### config.mk
export PLATFORM = sky130hd
export DESIGN_NAME = s_cpu_cycle_monitor
export DESIGN_NICKNAME = d
export VERILOG_FILES = /design/src/rtl/s_cpu_pkg.sv /design/src/rtl/s_cpu_cycle_log_fifo.sv /design/src/rtl/s_cpu_cycle_monitor.sv
export SDC_FILE = /design/constraint.sdc
export NUM_CORES = 1
export LEC_CHECK = 0
export BUFFER_PORTS_ARGS = -buffer_cell sky130_fd_sc_hd__buf_2
export CORE_ASPECT_RATIO = 1.2
export CORE_MARGIN = 1
export CORE_UTILIZATION = 23
export DETAILED_ROUTE_END_ITERATION = 12
export GPL_TIMING_DRIVEN = 0
export SLEW_MARGIN = 10
export SYNTH_ARGS = -nofsm -noshare
export SYNTH_HDL_FRONTEND = slang
export SYNTH_HIERARCHICAL = 1
export SYNTH_SLANG_ARGS = --single-unit
### constraint.sdc
create_clock -name clk -period 3.2 [get_ports clk]
set_input_delay 0.16 -clock clk [delete_from_list [all_inputs] [get_ports clk]]
set_output_delay 0.16 -clock clk [all_outputs]
set_load 0.01 [all_outputs]
### src/rtl/s_cpu_pkg.sv
// SPC700 CPU shared definitions: PSW flag indices, mismatch-log entry type and the
// architectural cycle reference used by the instruction-timing monitor.
package s_cpu_pkg;

    localparam int unsigned PSW_C = 0;
    localparam int unsigned PSW_Z = 1;
    localparam int unsigned PSW_V = 6;
    localparam int unsigned PSW_N = 7;

    // meas travels beside this struct because its width follows CTR_W
    typedef struct packed {
        logic [7:0] op;
        logic [3:0] exp;
    } s_cpu_cycle_log_t;

    // Returns {exp, cond2}; cond2 marks opcodes that may also take exp+2 cycles.
    function automatic logic [4:0] s_cpu_cycle_ref(input logic [7:0] op, input logic [7:0] psw);
        logic [3:0] hi;
        logic [3:0] lo;
        logic [3:0] exp;
        logic       cond2;
        logic       flag;
        hi    = op[7:4];
        lo    = op[3:0];
        exp   = 4'd0;
        cond2 = 1'b0;
        unique case (hi[3:2])
            2'b11:   flag = psw[PSW_Z];
            2'b10:   flag = psw[PSW_C];
            2'b01:   flag = psw[PSW_V];
            default: flag = psw[PSW_N];
        endcase
        if (lo == 4'h0 && hi[0]) begin
            // odd rows of column 0 are Bcc; hi[1] is the flag value that takes the branch
            exp = (flag == hi[1]) ? 4'd4 : 4'd2;
        end else if (lo == 4'h1) begin
            exp = 4'd8;
        end else if (lo == 4'h2) begin
            exp = 4'd4;
        end else if (lo == 4'h3) begin
            exp   = 4'd5;
            cond2 = 1'b1;
        end else if (lo >= 4'h4 && lo <= 4'h9 && hi <= 4'hB) begin
            case (lo)
                4'h4:    exp = hi[0] ? 4'd4 : 4'd3;
                4'h5:    exp = hi[0] ? 4'd5 : 4'd4;
                4'h6:    exp = hi[0] ? 4'd5 : 4'd3;
                4'h7:    exp = 4'd6;
                4'h8:    exp = hi[0] ? 4'd5 : 4'd2;
                default: exp = hi[0] ? 4'd5 : 4'd6;
            endcase
        end else if (lo == 4'hB && hi <= 4'hD) begin
            exp = hi[0] ? 4'd5 : 4'd4;
        end else if (lo == 4'hC && hi <= 4'hD) begin
            exp = hi[0] ? 4'd2 : 4'd5;
        end else begin
            case (op)
                8'h00, 8'h20, 8'h40, 8'h60, 8'h80, 8'hE0, 8'hC8, 8'hE8, 8'h1D, 8'h3D, 8'h5D,
                8'h7D, 8'h8D, 8'h9D, 8'hAD, 8'hBD, 8'hCD, 8'hDD, 8'hFD, 8'hFC: exp = 4'd2;
                8'hA0, 8'hC0, 8'hE4, 8'hE6, 8'hF8, 8'hEB, 8'hED, 8'h3E, 8'h7E, 8'hBE, 8'h5F,
                8'hDF: exp = 4'd3;
                8'hC4, 8'hC6, 8'hD8, 8'hE5, 8'hE9, 8'hF4, 8'hF9, 8'h4A, 8'h5A, 8'h6A, 8'hAA,
                8'hFB, 8'hEC, 8'h0D, 8'h2D, 8'h4D, 8'h6D, 8'h1E, 8'h5E, 8'h8E, 8'hAE, 8'hCE,
                8'hEE, 8'hFE, 8'h2F, 8'hAF, 8'hBF: exp = 4'd4;
                8'hC5, 8'hC9, 8'hD4, 8'hD9, 8'hF5, 8'hF6, 8'h0A, 8'h2A, 8'h7A, 8'h8A, 8'h9A,
                8'hBA, 8'hDA, 8'hEA, 8'hFA, 8'h2E, 8'h6E, 8'h6F, 8'h8F, 8'h9F: exp = 4'd5;
                8'hD5, 8'hD6, 8'hE7, 8'hF7, 8'h1A, 8'h3A, 8'hCA, 8'h0E, 8'h4E, 8'hDE, 8'h1F,
                8'h4F, 8'h7F: exp = 4'd6;
                8'hC7, 8'hD7: exp = 4'd7;
                8'h0F, 8'h3F: exp = 4'd8;
                8'hCF:        exp = 4'd9;
                8'h9E:        exp = 4'd12;
                default:      exp = 4'd0;  // SLEEP/STOP never retire normally
            endcase
            cond2 = (op == 8'h2E) || (op == 8'h6E) || (op == 8'hDE) || (op == 8'hFE);
        end
        return {exp, cond2};
    endfunction

endpackage

### src/rtl/s_cpu_cycle_log_fifo.sv
// Show-ahead FIFO for the cycle-monitor mismatch log; head entry is visible while valid.
module s_cpu_cycle_log_fifo #(
    parameter int unsigned DEPTH = 8,
    parameter int unsigned WIDTH = 8
) (
    input  logic             clk,
    input  logic             reset,
    input  logic             flush,
    input  logic             push,
    input  logic             pop,
    input  logic [WIDTH-1:0] wdata,
    output logic [WIDTH-1:0] rdata,
    output logic             valid,
    output logic             full
);
    localparam int unsigned AW = $clog2(DEPTH);

    logic [WIDTH-1:0] mem_q [DEPTH];
    logic [AW:0]      wr_ptr_q;
    logic [AW:0]      rd_ptr_q;
    logic             do_push;
    logic             do_pop;

    // Pointers carry one extra wrap bit so equal indices can mean empty or full
    assign valid   = wr_ptr_q != rd_ptr_q;
    assign full    = (wr_ptr_q[AW] != rd_ptr_q[AW]) && (wr_ptr_q[AW-1:0] == rd_ptr_q[AW-1:0]);
    assign do_pop  = pop & valid;
    assign do_push = push & (~full | do_pop);
    assign rdata   = mem_q[rd_ptr_q[AW-1:0]];

    always_ff @(posedge clk) begin
        if (reset || flush) begin
            wr_ptr_q <= '0;
            rd_ptr_q <= '0;
        end else begin
            if (do_push) wr_ptr_q <= wr_ptr_q + 1'b1;
            if (do_pop)  rd_ptr_q <= rd_ptr_q + 1'b1;
        end
    end

    always_ff @(posedge clk) begin
        if (do_push) mem_q[wr_ptr_q[AW-1:0]] <= wdata;
    end

endmodule

### src/rtl/s_cpu_cycle_monitor.sv
// Passive SPC700 instruction-timing monitor: measures each retired instruction's cycles.
// Define S_CPU_CYCLE_MON_LOG_EN to build the mismatch log; otherwise log_* outputs read 0.
module s_cpu_cycle_monitor
    import s_cpu_pkg::*;
#(
    parameter int unsigned CTR_W     = 5,
    parameter int unsigned CNT_W     = 16,
    parameter int unsigned LOG_DEPTH = 8
) (
    input  logic             clk,
    input  logic             reset,
    input  logic             cpu_en,
    input  logic             state_opfetch,
    input  logic [7:0]       op,
    input  logic [7:0]       psw,
    input  logic             mon_en,
    input  logic             clear,
    input  logic             log_rd,
    output logic             log_valid,
    output logic [7:0]       log_op,
    output logic [CTR_W-1:0] log_meas,
    output logic [3:0]       log_exp,
    output logic             log_overflow,
    output logic             err_sticky,
    output logic [7:0]       first_err_op,
    output logic [CNT_W-1:0] instr_count,
    output logic [CNT_W-1:0] err_count
);
    localparam logic [CTR_W-1:0] CTR_MAX = '1;
    localparam int unsigned      CMP_W   = (CTR_W > 5) ? CTR_W : 5;

    logic             retire;
    logic             armed_q;
    logic [CTR_W-1:0] cyc_ctr_q;
    logic [7:0]       op_reg_q;
    logic [CTR_W-1:0] meas;
    logic [3:0]       ref_exp;
    logic             ref_cond2;
    logic [CMP_W-1:0] meas_x;
    logic [CMP_W-1:0] exp_x;
    logic             checked;
    logic             mismatch;

    logic [CNT_W-1:0] instr_count_q, instr_count_d;
    logic [CNT_W-1:0] err_count_q, err_count_d;
    logic             err_sticky_q, err_sticky_d;
    logic [7:0]       first_err_op_q, first_err_op_d;

    assign retire             = cpu_en & state_opfetch;
    assign {ref_exp, ref_cond2} = s_cpu_cycle_ref(op_reg_q, psw);
    assign meas               = (cyc_ctr_q == CTR_MAX) ? CTR_MAX : cyc_ctr_q + 1'b1;
    assign meas_x             = CMP_W'(meas);
    assign exp_x              = CMP_W'(ref_exp);
    assign checked            = retire & armed_q & mon_en & (ref_exp != 4'd0);
    // A saturated count is a hang and never matches, whatever the reference says
    assign mismatch = checked & ((meas == CTR_MAX) |
                      ((meas_x != exp_x) & ~(ref_cond2 & (meas_x == exp_x + CMP_W'(2)))));

    always_ff @(posedge clk) begin
        if (reset) begin
            cyc_ctr_q <= '0;
            op_reg_q  <= '0;
            armed_q   <= 1'b0;
        end else if (retire) begin
            cyc_ctr_q <= '0;
            op_reg_q  <= op;
            armed_q   <= 1'b1;
        end else if (cpu_en && cyc_ctr_q != CTR_MAX) begin
            cyc_ctr_q <= cyc_ctr_q + 1'b1;
        end
    end

    always_comb begin
        instr_count_d  = instr_count_q;
        err_count_d    = err_count_q;
        err_sticky_d   = err_sticky_q;
        first_err_op_d = first_err_op_q;
        if (clear) begin
            instr_count_d  = '0;
            err_count_d    = '0;
            err_sticky_d   = 1'b0;
            first_err_op_d = '0;
        end else if (checked) begin
            if (instr_count_q != '1) instr_count_d = instr_count_q + 1'b1;
            if (mismatch) begin
                if (err_count_q != '1) err_count_d = err_count_q + 1'b1;
                err_sticky_d = 1'b1;
                if (!err_sticky_q) first_err_op_d = op_reg_q;
            end
        end
    end

    always_ff @(posedge clk) begin
        if (reset) begin
            instr_count_q  <= '0;
            err_count_q    <= '0;
            err_sticky_q   <= 1'b0;
            first_err_op_q <= '0;
        end else begin
            instr_count_q  <= instr_count_d;
            err_count_q    <= err_count_d;
            err_sticky_q   <= err_sticky_d;
            first_err_op_q <= first_err_op_d;
        end
    end

    assign instr_count  = instr_count_q;
    assign err_count    = err_count_q;
    assign err_sticky   = err_sticky_q;
    assign first_err_op = first_err_op_q;

`ifdef S_CPU_CYCLE_MON_LOG_EN
    localparam int unsigned LOG_W = $bits(s_cpu_cycle_log_t) + CTR_W;

    s_cpu_cycle_log_t log_entry;
    s_cpu_cycle_log_t log_head;
    logic [CTR_W-1:0] log_head_meas;
    logic [LOG_W-1:0] log_wdata;
    logic [LOG_W-1:0] log_rdata;
    logic             log_push;
    logic             log_nonempty;
    logic             log_full;
    logic             log_overflow_q, log_overflow_d;

    assign log_entry = '{op: op_reg_q, exp: ref_exp};
    assign log_wdata = {log_entry, meas};
    assign log_push  = mismatch & ~clear;

    s_cpu_cycle_log_fifo #(
        .DEPTH(LOG_DEPTH),
        .WIDTH(LOG_W)
    ) u_log_fifo (
        .clk  (clk),
        .reset(reset),
        .flush(clear),
        .push (log_push),
        .pop  (log_rd),
        .wdata(log_wdata),
        .rdata(log_rdata),
        .valid(log_nonempty),
        .full (log_full)
    );

    assign {log_head, log_head_meas} = log_rdata;

    // A simultaneous pop frees the slot, so only an unpaired push into a full log is lost
    always_comb begin
        log_overflow_d = log_overflow_q;
        if (clear) begin
            log_overflow_d = 1'b0;
        end else if (log_push && log_full && !log_rd) begin
            log_overflow_d = 1'b1;
        end
    end

    always_ff @(posedge clk) begin
        if (reset) begin
            log_overflow_q <= 1'b0;
        end else begin
            log_overflow_q <= log_overflow_d;
        end
    end

    assign log_valid    = log_nonempty;
    assign log_op       = log_nonempty ? log_head.op : '0;
    assign log_exp      = log_nonempty ? log_head.exp : '0;
    assign log_meas     = log_nonempty ? log_head_meas : '0;
    assign log_overflow = log_overflow_q;
`else
    logic unused_log_rd;
    assign unused_log_rd = log_rd;
    assign log_valid     = 1'b0;
    assign log_op        = '0;
    assign log_meas      = '0;
    assign log_exp       = '0;
    assign log_overflow  = 1'b0;
`endif

endmodule

==> results of run 1 <==
-- cells by family after synthesis --
| group | synth area share, % |
|---|---|
| DFF | 27.71 |
| buffers and inverters | 9.011 |
| xor gates and xnor gates | 5.049 |
| muxes | 6.252 |
| AOI/OAI and AO/OA | 22.60 |
| other | 0.08797 |
| adders and majority gates | 3.229 |
| and+or+nand+nor | 26.06 |
-- cells in the mapped netlist (8+ instances only) --
| master | count | area (sq um) |
|---|---|---|
| nand3_1 | 29 | 145.1 |
| dfxtp_1 | 59 | 1181 |
| mux2i_1 | 21 | 210.2 |
| nor2b_1 | 8 | 50.05 |
| inv_1 | 19 | 71.32 |
| a31oi_1 | 8 | 50.05 |
| or3_1 | 10 | 62.56 |
| xnor2_1 | 8 | 70.07 |
| buf_4 | 21 | 157.7 |
| a21oi_1 | 30 | 150.1 |
| ha_1 | 11 | 137.6 |
| and3_1 | 10 | 62.56 |
| clkbuf_1 | 18 | 67.56 |
| o21ai_1 | 9 | 45.04 |
| xor2_1 | 14 | 122.6 |
| o31ai_1 | 9 | 67.56 |
| o21ai_0 | 23 | 115.1 |
| nand2_1 | 42 | 157.7 |
| nor2_1 | 52 | 195.2 |
-- worst min-delay path, cell delays in order --
cell,delay [ps]
buf_2,150
a21oi_1,80
nor2_1,70
-- per-layer routing --
layer	up-vias	track usage [%]	wire length, um	share of wire (%)
met5	-	0	0	0
met4	0	4.759	178	1.5
met3	17	2.897	755	6.2
met2	152	22.43	5870	48
met1	1936	16.05	5374	44
li1	2092	-	-	-
-- layout by cell type, fill, tap and decap left out, drive strengths merged, types with 4 or more instances in the layout --
cell and n:
nand2 43, nor4 5, xor2 14, inv 20, dfxtp 59, a211oi 10
a22oi 4, a21oi 30, a31oi 8, or2 8, conb 19, o21ai 34
nand2b 5, ha 11, xnor2 8, a311oi 4, nand4 6, o31ai 9
buf 102, o2111ai 4, mux2i 21, nor2b 8, and3 12, or3 10
o211ai 4, nor2 52, or4 6, nor3b 5, clkbuf 31, nand3 30
nor3 6
-- registers in the layout, indices dropped and copies added, names as in the netlist, named ones only --
name,cells
armed_q,1
cyc_ctr_q,5
err_count,16
err_sticky,1
first_err_op,8
instr_count,16
op_reg_q,8
-- area by class of cell --
type	instances	area share, %
multi-input cells	416	53.09
flip-flops and latches	59	21.53
repair buffers	72	7.607
plain buffers	47	5.495
clock buffers	14	5.154
well taps	224	5.086
inverters	22	1.499
clock inverters	1	0.5450
-- per-stage QoR --
stage	instance area, sq um	util (%)	std cells	hold WS (ps)	setup TNS [ps]
2_1_floorplan	4330	-	545	297.5	0
3_3_place_gp	4901	26.97	827	447.3	-7126
3_5_place_dp	4901	26.97	827	458.5	-7738
4_1_cts	5388	29.64	853	153.9	-1554
5_1_grt	5510	30.32	855	192.3	-3265
6_report	5510	30.32	855	160.6	-1156
-- how the worst min path moves through the flow --
stage                                    start                          to  slack [ps]  cells past startpoint
final                                   cpu_en        armed_q$_SDFFE_PP0P_         160                      3
after global routing                     clear  err_count[10]$_SDFFE_PP0P_         190                      3
after CTS                               cpu_en        armed_q$_SDFFE_PP0P_         150                      3
after detailed placement  armed_q$_SDFFE_PP0P_        armed_q$_SDFFE_PP0P_         460                      2
after global placement    armed_q$_SDFFE_PP0P_        armed_q$_SDFFE_PP0P_         450                      2
after floorplan                  state_opfetch        armed_q$_SDFFE_PP0P_         300                      2
-- timing repair --
item | 4_1_cts | 5_1_grt
cloned | 0 | 1
gates resized for setup | 20 | 22
setup endpoints to repair | 25 | 28
setup buffers | 11 | 2
pin swaps | 20 | 11
-- power by group through the flow --
stage	registers, W	logic (W)	clock network [W]
floorplan	0.000771	0.000287	0
global placement	0.000775	0.000362	0
detailed placement	0.000775	0.000363	0
CTS	0.000761	0.000393	0.00103
global route	0.000762	0.000441	0.00106
finish	0.000762	0.000407	0.00101
==> out/metrics.yaml, run 1 <==
status: "finished with violations"
violations: "negative setup slack"
cp-end-kind: "flip-flop"
drcViolationCount: 0
synth_area_sq_um: 4263
nFillCells: 1894
hpwl_mm: 8.850
path_clk_slew_ps: 50
ir_drop_mv: 0.2048
die_x_um: 126.3
seq_area_sq_um: 1186
nNetsFinal: 661
drive_gt1_share_pct: 28.21
cp_max_fo: 8
finalMaxSlewViolations: 0
worstSetupEndpoint: "err_count[14]$_SDFFE_PP0P_"
vias: 4197
clk_latency_ps: 330
p_int_w: 0.001600
grt_setup_unrepaired: "yes"
cts_tree: "done"
power_leakage_nw: 2.254
critPathMaxStageDelay_ps: 560
synth-seq-cells: 59
viasPerCell: 4.909
layout_setup_ws_ps: -135.5
cts_hold_buf: 0
clock.fmax_mhz: 299.8
p_switching_w: 0.0005750
hold_viol_final: 0
ios: 83
dieArea_sq_um: 19090
dp_slack_ps: -411.7
slowest_stage: "mux4_2"
path_cells: "buf_6, mux4_2, xnor2_2, nor2b_1, a21o_4, ha_4, xor2_1, nand3_2, nor2_2, a311oi_4, buf_4, o21ai_4, or4_1, a21oi_1"
synth_cell_types: 77
multiInputGateArea_sq_um: 2925
avgRoutedWirePerCell_um: 14.24
synth_area_per_cell_sq_um: 8.089
max-clock-path-buffers: 2
fin_skew_ps: 6.588
grt_start_max_net_pins: 11
antenna_found_initial: 0
synth_warnings: 6
rr_startpoint: "op_reg_q[7]$_SDFFE_PP0P_"
arrival_ps: 3600
initial_core_util_pct: 23.45
timing_worst_setup_path_type: "reg2reg"
clock_sinks: 59
grt_pass1_wl_mm: 19.91
r2r_end: "err_count[14]$_SDFFE_PP0P_"
wl_mm: 12.18
seq_power_share_pct: 35.0
worst_pin_slew_ps: 724.7
grt_pass1_vias: 3878
setup_viol: 16
combPwrFrac_pct: 18.7
switching_share_pct: 26.44
ys.flop_type: "dfxtp_1"
p_per_area_nw_per_um2: 394.7
drtAntennaViolNets: 0
antenna_cells: 0
p_total_w: 0.002175
seq_area_frac_synth_pct: 27.71
die_y_um: 151.1
synth_edf_count: 0
max_slew_margin_pct: 50.30
rows: 54
worstSetupStartpointType: "flip-flop"
synth-async-reset-ratio_pct: 0
first_pass_iters: 7
crit_family: "compound AO/OA/AOI/OAI gates"
ff2ff_path_depth: 14
core-area_sq_um: 18170
finalCriticalPeriod_ps: 3335
area_delta_synth_final_pct: 29.26
p_clk_share_pct: 46.3
htree_levels: 3
root_buffer: "clkbuf_16"
synthCells: 527
r2r_slack_ps: -140
cp_num_buf_inv: 2
cts_buffers: 9
crit_start: "op_reg_q[7]$_SDFFE_PP0P_"
hp-class: "in2reg"
critical_path_required_ps: 3460
finalCritPeriodShare_pct: 104.2
grt-ovfl-total: 0
max-cap-violations: 0
grt_usage_pct: 13.08
port_buffers: 58
crit_cells: 14
drtIter0Drc: 255
gp_congestion: 0.9536
Power figures use the tool's default switching activity.
==> inputs of run 2 (changes only) <==
--- a/config.mk
+++ b/config.mk
@@ -7,2 +7,3 @@
 export LEC_CHECK = 0
+export ABC_AREA = 1
 export BUFFER_PORTS_ARGS = -buffer_cell sky130_fd_sc_hd__buf_2
@@ -18 +19,2 @@
 export SYNTH_SLANG_ARGS = --single-unit
+export TNS_END_PERCENT = 10
==> constraint.sdc (replaced) <==
create_clock -name clk -period 3.2 [get_ports clk]
set_input_delay 0.48 -clock clk [delete_from_list [all_inputs] [get_ports clk]]
set_output_delay 0.48 -clock clk [all_outputs]
set_load 0.01 [all_outputs]
==> out/metrics.yaml, run 2 <==
worstSetupStartpointType: "flip-flop"
slowest_stage: "dfxtp_1"
layout_setup_ws_ps: 275.8
die_y_um: 151.1
cp_max_fo: 10
finalCritPeriodShare_pct: 91.38
drtAntennaViolNets: 0
r2r_end: "first_err_op[7]$_SDFFE_PP0P_"
grt-ovfl-total: 0
cts_buffers: 9
dp_slack_ps: 27.75
clk_latency_ps: 330
antenna_found_initial: 0
drive_gt1_share_pct: 18.18
final_common_cell: "nand2_1"
max-clock-path-buffers: 2
timing_worst_setup_path_type: "reg2reg"
path_cells: "clkbuf_4, nor2_4, nand3_1, nand3_1, nand2_1, nand2_1, nand2_1, nand2_2, inv_1, ha_1, xor2_1, a21oi_1, nand3_1, a21oi_2, nand4_4, buf_4, nand4_1, a21oi_1"
clock_sinks: 59
yosysMostFrequentCell: "nand2_1"
fin_skew_ps: 8.492
hpwl_mm: 9.586
worstSetupEndpoint: "first_err_op[7]$_SDFFE_PP0P_"
grt_setup_unrepaired: "no"
avgRoutedWirePerCell_um: 12.74
grt_start_max_net_pins: 11
arrival_ps: 3120
power_leakage_nw: 2.279
synth-async-reset-ratio_pct: 0
synthCells: 665
synth_edf_count: 0
wl_mm: 12.53
path_clk_slew_ps: 50
port_buffers: 58
first_pass_iters: 5
viasPerCell: 4.658
status: "complete, no violations"
dieArea_sq_um: 19070
cts_tree: "done"
crit_start: "op_reg_q[1]$_SDFFE_PP0P_"
htree_levels: 3
p_per_area_nw_per_um2: 419.8
ios: 83
hp-class: "reg2reg"
seq_area_frac_synth_pct: 27.72
synth_area_sq_um: 4260
crit_cells: 18
worst_pin_slew_ps: 592.8
critPathMaxStageDelay_ps: 290
synth_top_cell_area_share_pct: 27.72
clock.fmax_mhz: 342.0
drtIter0Drc: 291
yosys.area.top_type: "dfxtp_1"
finalMaxSlewViolations: 0
ys.flop_type: "dfxtp_1"
initial_core_util_pct: 23.44
mostFrequentLayoutCells: "143 x nand2_1, 78 x nor2_1, 77 x inv_1, 61 x buf_2, 54 x dfxtp_1"
grt_pass1_vias: 4217
max_slew_margin_pct: 60.48
antenna_cells: 0
synth_cell_types: 49
setup_viol: 0
area_delta_synth_final_pct: 23.67
finalCriticalPeriod_ps: 2924
grt_pass1_wl_mm: 20.40
root_buffer: "clkbuf_16"
critical_path_required_ps: 3400
max-cap-violations: 0
cts_hold_buf: 0
synth_area_leaders: "dfxtp_1 28%, nand2_1 13%, nor2_1 7.0%"
r2r_slack_ps: 280
grt_usage_pct: 13.41
cp-end-kind: "flip-flop"
vias: 4579
synth_area_per_cell_sq_um: 6.407
cp_num_buf_inv: 3
core-area_sq_um: 18170
synth_commonest_cells: "144 x nand2_1, 79 x nor2_1, 77 x inv_1, 59 x dfxtp_1, 48 x nand3_1"
rr_startpoint: "op_reg_q[1]$_SDFFE_PP0P_"
die_x_um: 126.2
synth-seq-cells: 59
hold_viol_final: 0
synth_warnings: 6
crit_family: "simple AND/OR/NAND/NOR gates"
drcViolationCount: 0
gp_congestion: 0.9015
ir_drop_mv: 0.2317
nNetsFinal: 788
rows: 54
fin_setup_tns_ps: 0
ff2ff_path_depth: 18
run 2: cell count changes after synthesis, moves of 12 or more:
cell,change
a21oi_1,+17
clkbuf_1,-12
inv_1,+58
mux2i_1,-21
nand2_1,+102
nand3_1,+19
nand4_1,+26
nor2_1,+27
run 2: timing repair:
action,4_1_cts,5_1_grt
endpoints found under the setup margin,0,22
resized for setup,0,15
hold endpoints to repair,0,0
setup buffers,0,2
run 2: kinds of logic after synthesis:
family	share of synthesized area [%]
xor gates and xnor gates	4.317
AOI/OAI and AO/OA	15.01
and+or+nand+nor	37.09
DFF	27.72
adders and majority gates	3.230
buffers and inverters	12.54
other	0.08802
run 2: stage by stage:
stage | utilization, % | total power [W] | hold slack, ps | cells | cell area (sq um)
detailed placement | 26.95 | 0.001151 | 452.8 | 965 | 4898
global route | 28.99 | 0.002305 | 481.9 | 983 | 5269
floorplan | - | 0.001061 | 441.2 | 683 | 4328
global placement | 26.95 | 0.001151 | 448.3 | 965 | 4898
CTS | 28.76 | 0.002227 | 453.5 | 981 | 5228
finish | 28.99 | 0.002212 | 460.5 | 983 | 5269
run 2: worst min path at each step:
stage	from	end	slack [ps]	cells after the start
after global routing	first_err_op[3]$_SDFFE_PP0P_	first_err_op[3]$_SDFFE_PP0P_	480	2
after detailed placement	first_err_op[6]$_SDFFE_PP0P_	first_err_op[6]$_SDFFE_PP0P_	450	2
after global placement	first_err_op[1]$_SDFFE_PP0P_	first_err_op[1]$_SDFFE_PP0P_	450	2
after floorplan	armed_q$_SDFFE_PP0P_	armed_q$_SDFFE_PP0P_	440	2
final	first_err_op[6]$_SDFFE_PP0P_	first_err_op[6]$_SDFFE_PP0P_	460	2
after CTS	reset	op_reg_q[5]$_SDFFE_PP0P_	450	2
run 2: routing by layer:
layer,wire (um),GRT usage (%)
met5,0,0
met4,282,6.386
met3,516,1.660
met2,6019,23.15
met1,5707,16.59
run 2: power by group:
part	internal, W	switching [W]
clock	0.000722	0.000341
combinational	0.000125	0.000250
sequential	0.000754	0.0000188
total	0.00160	0.000610
run 2: tightest hold or removal path, delay by kind of cell (launching register included):
family	cells	cell delay, ps
AND/OR/NAND/NOR	1	60
AO/OA/AOI/OAI	1	50
flip-flops	1	300
run 2: layout make-up:
cell class                 instances  area, sq um
buffer                            35        232.7
multi-input combinational        506         2623
fill                            1994        12910
sequential                        59         1187
clock inverter                     4        72.57
inverter                          83        311.5
clock buffer                      12        256.5
timing repair buffer              60        305.3
tap                              224        280.3
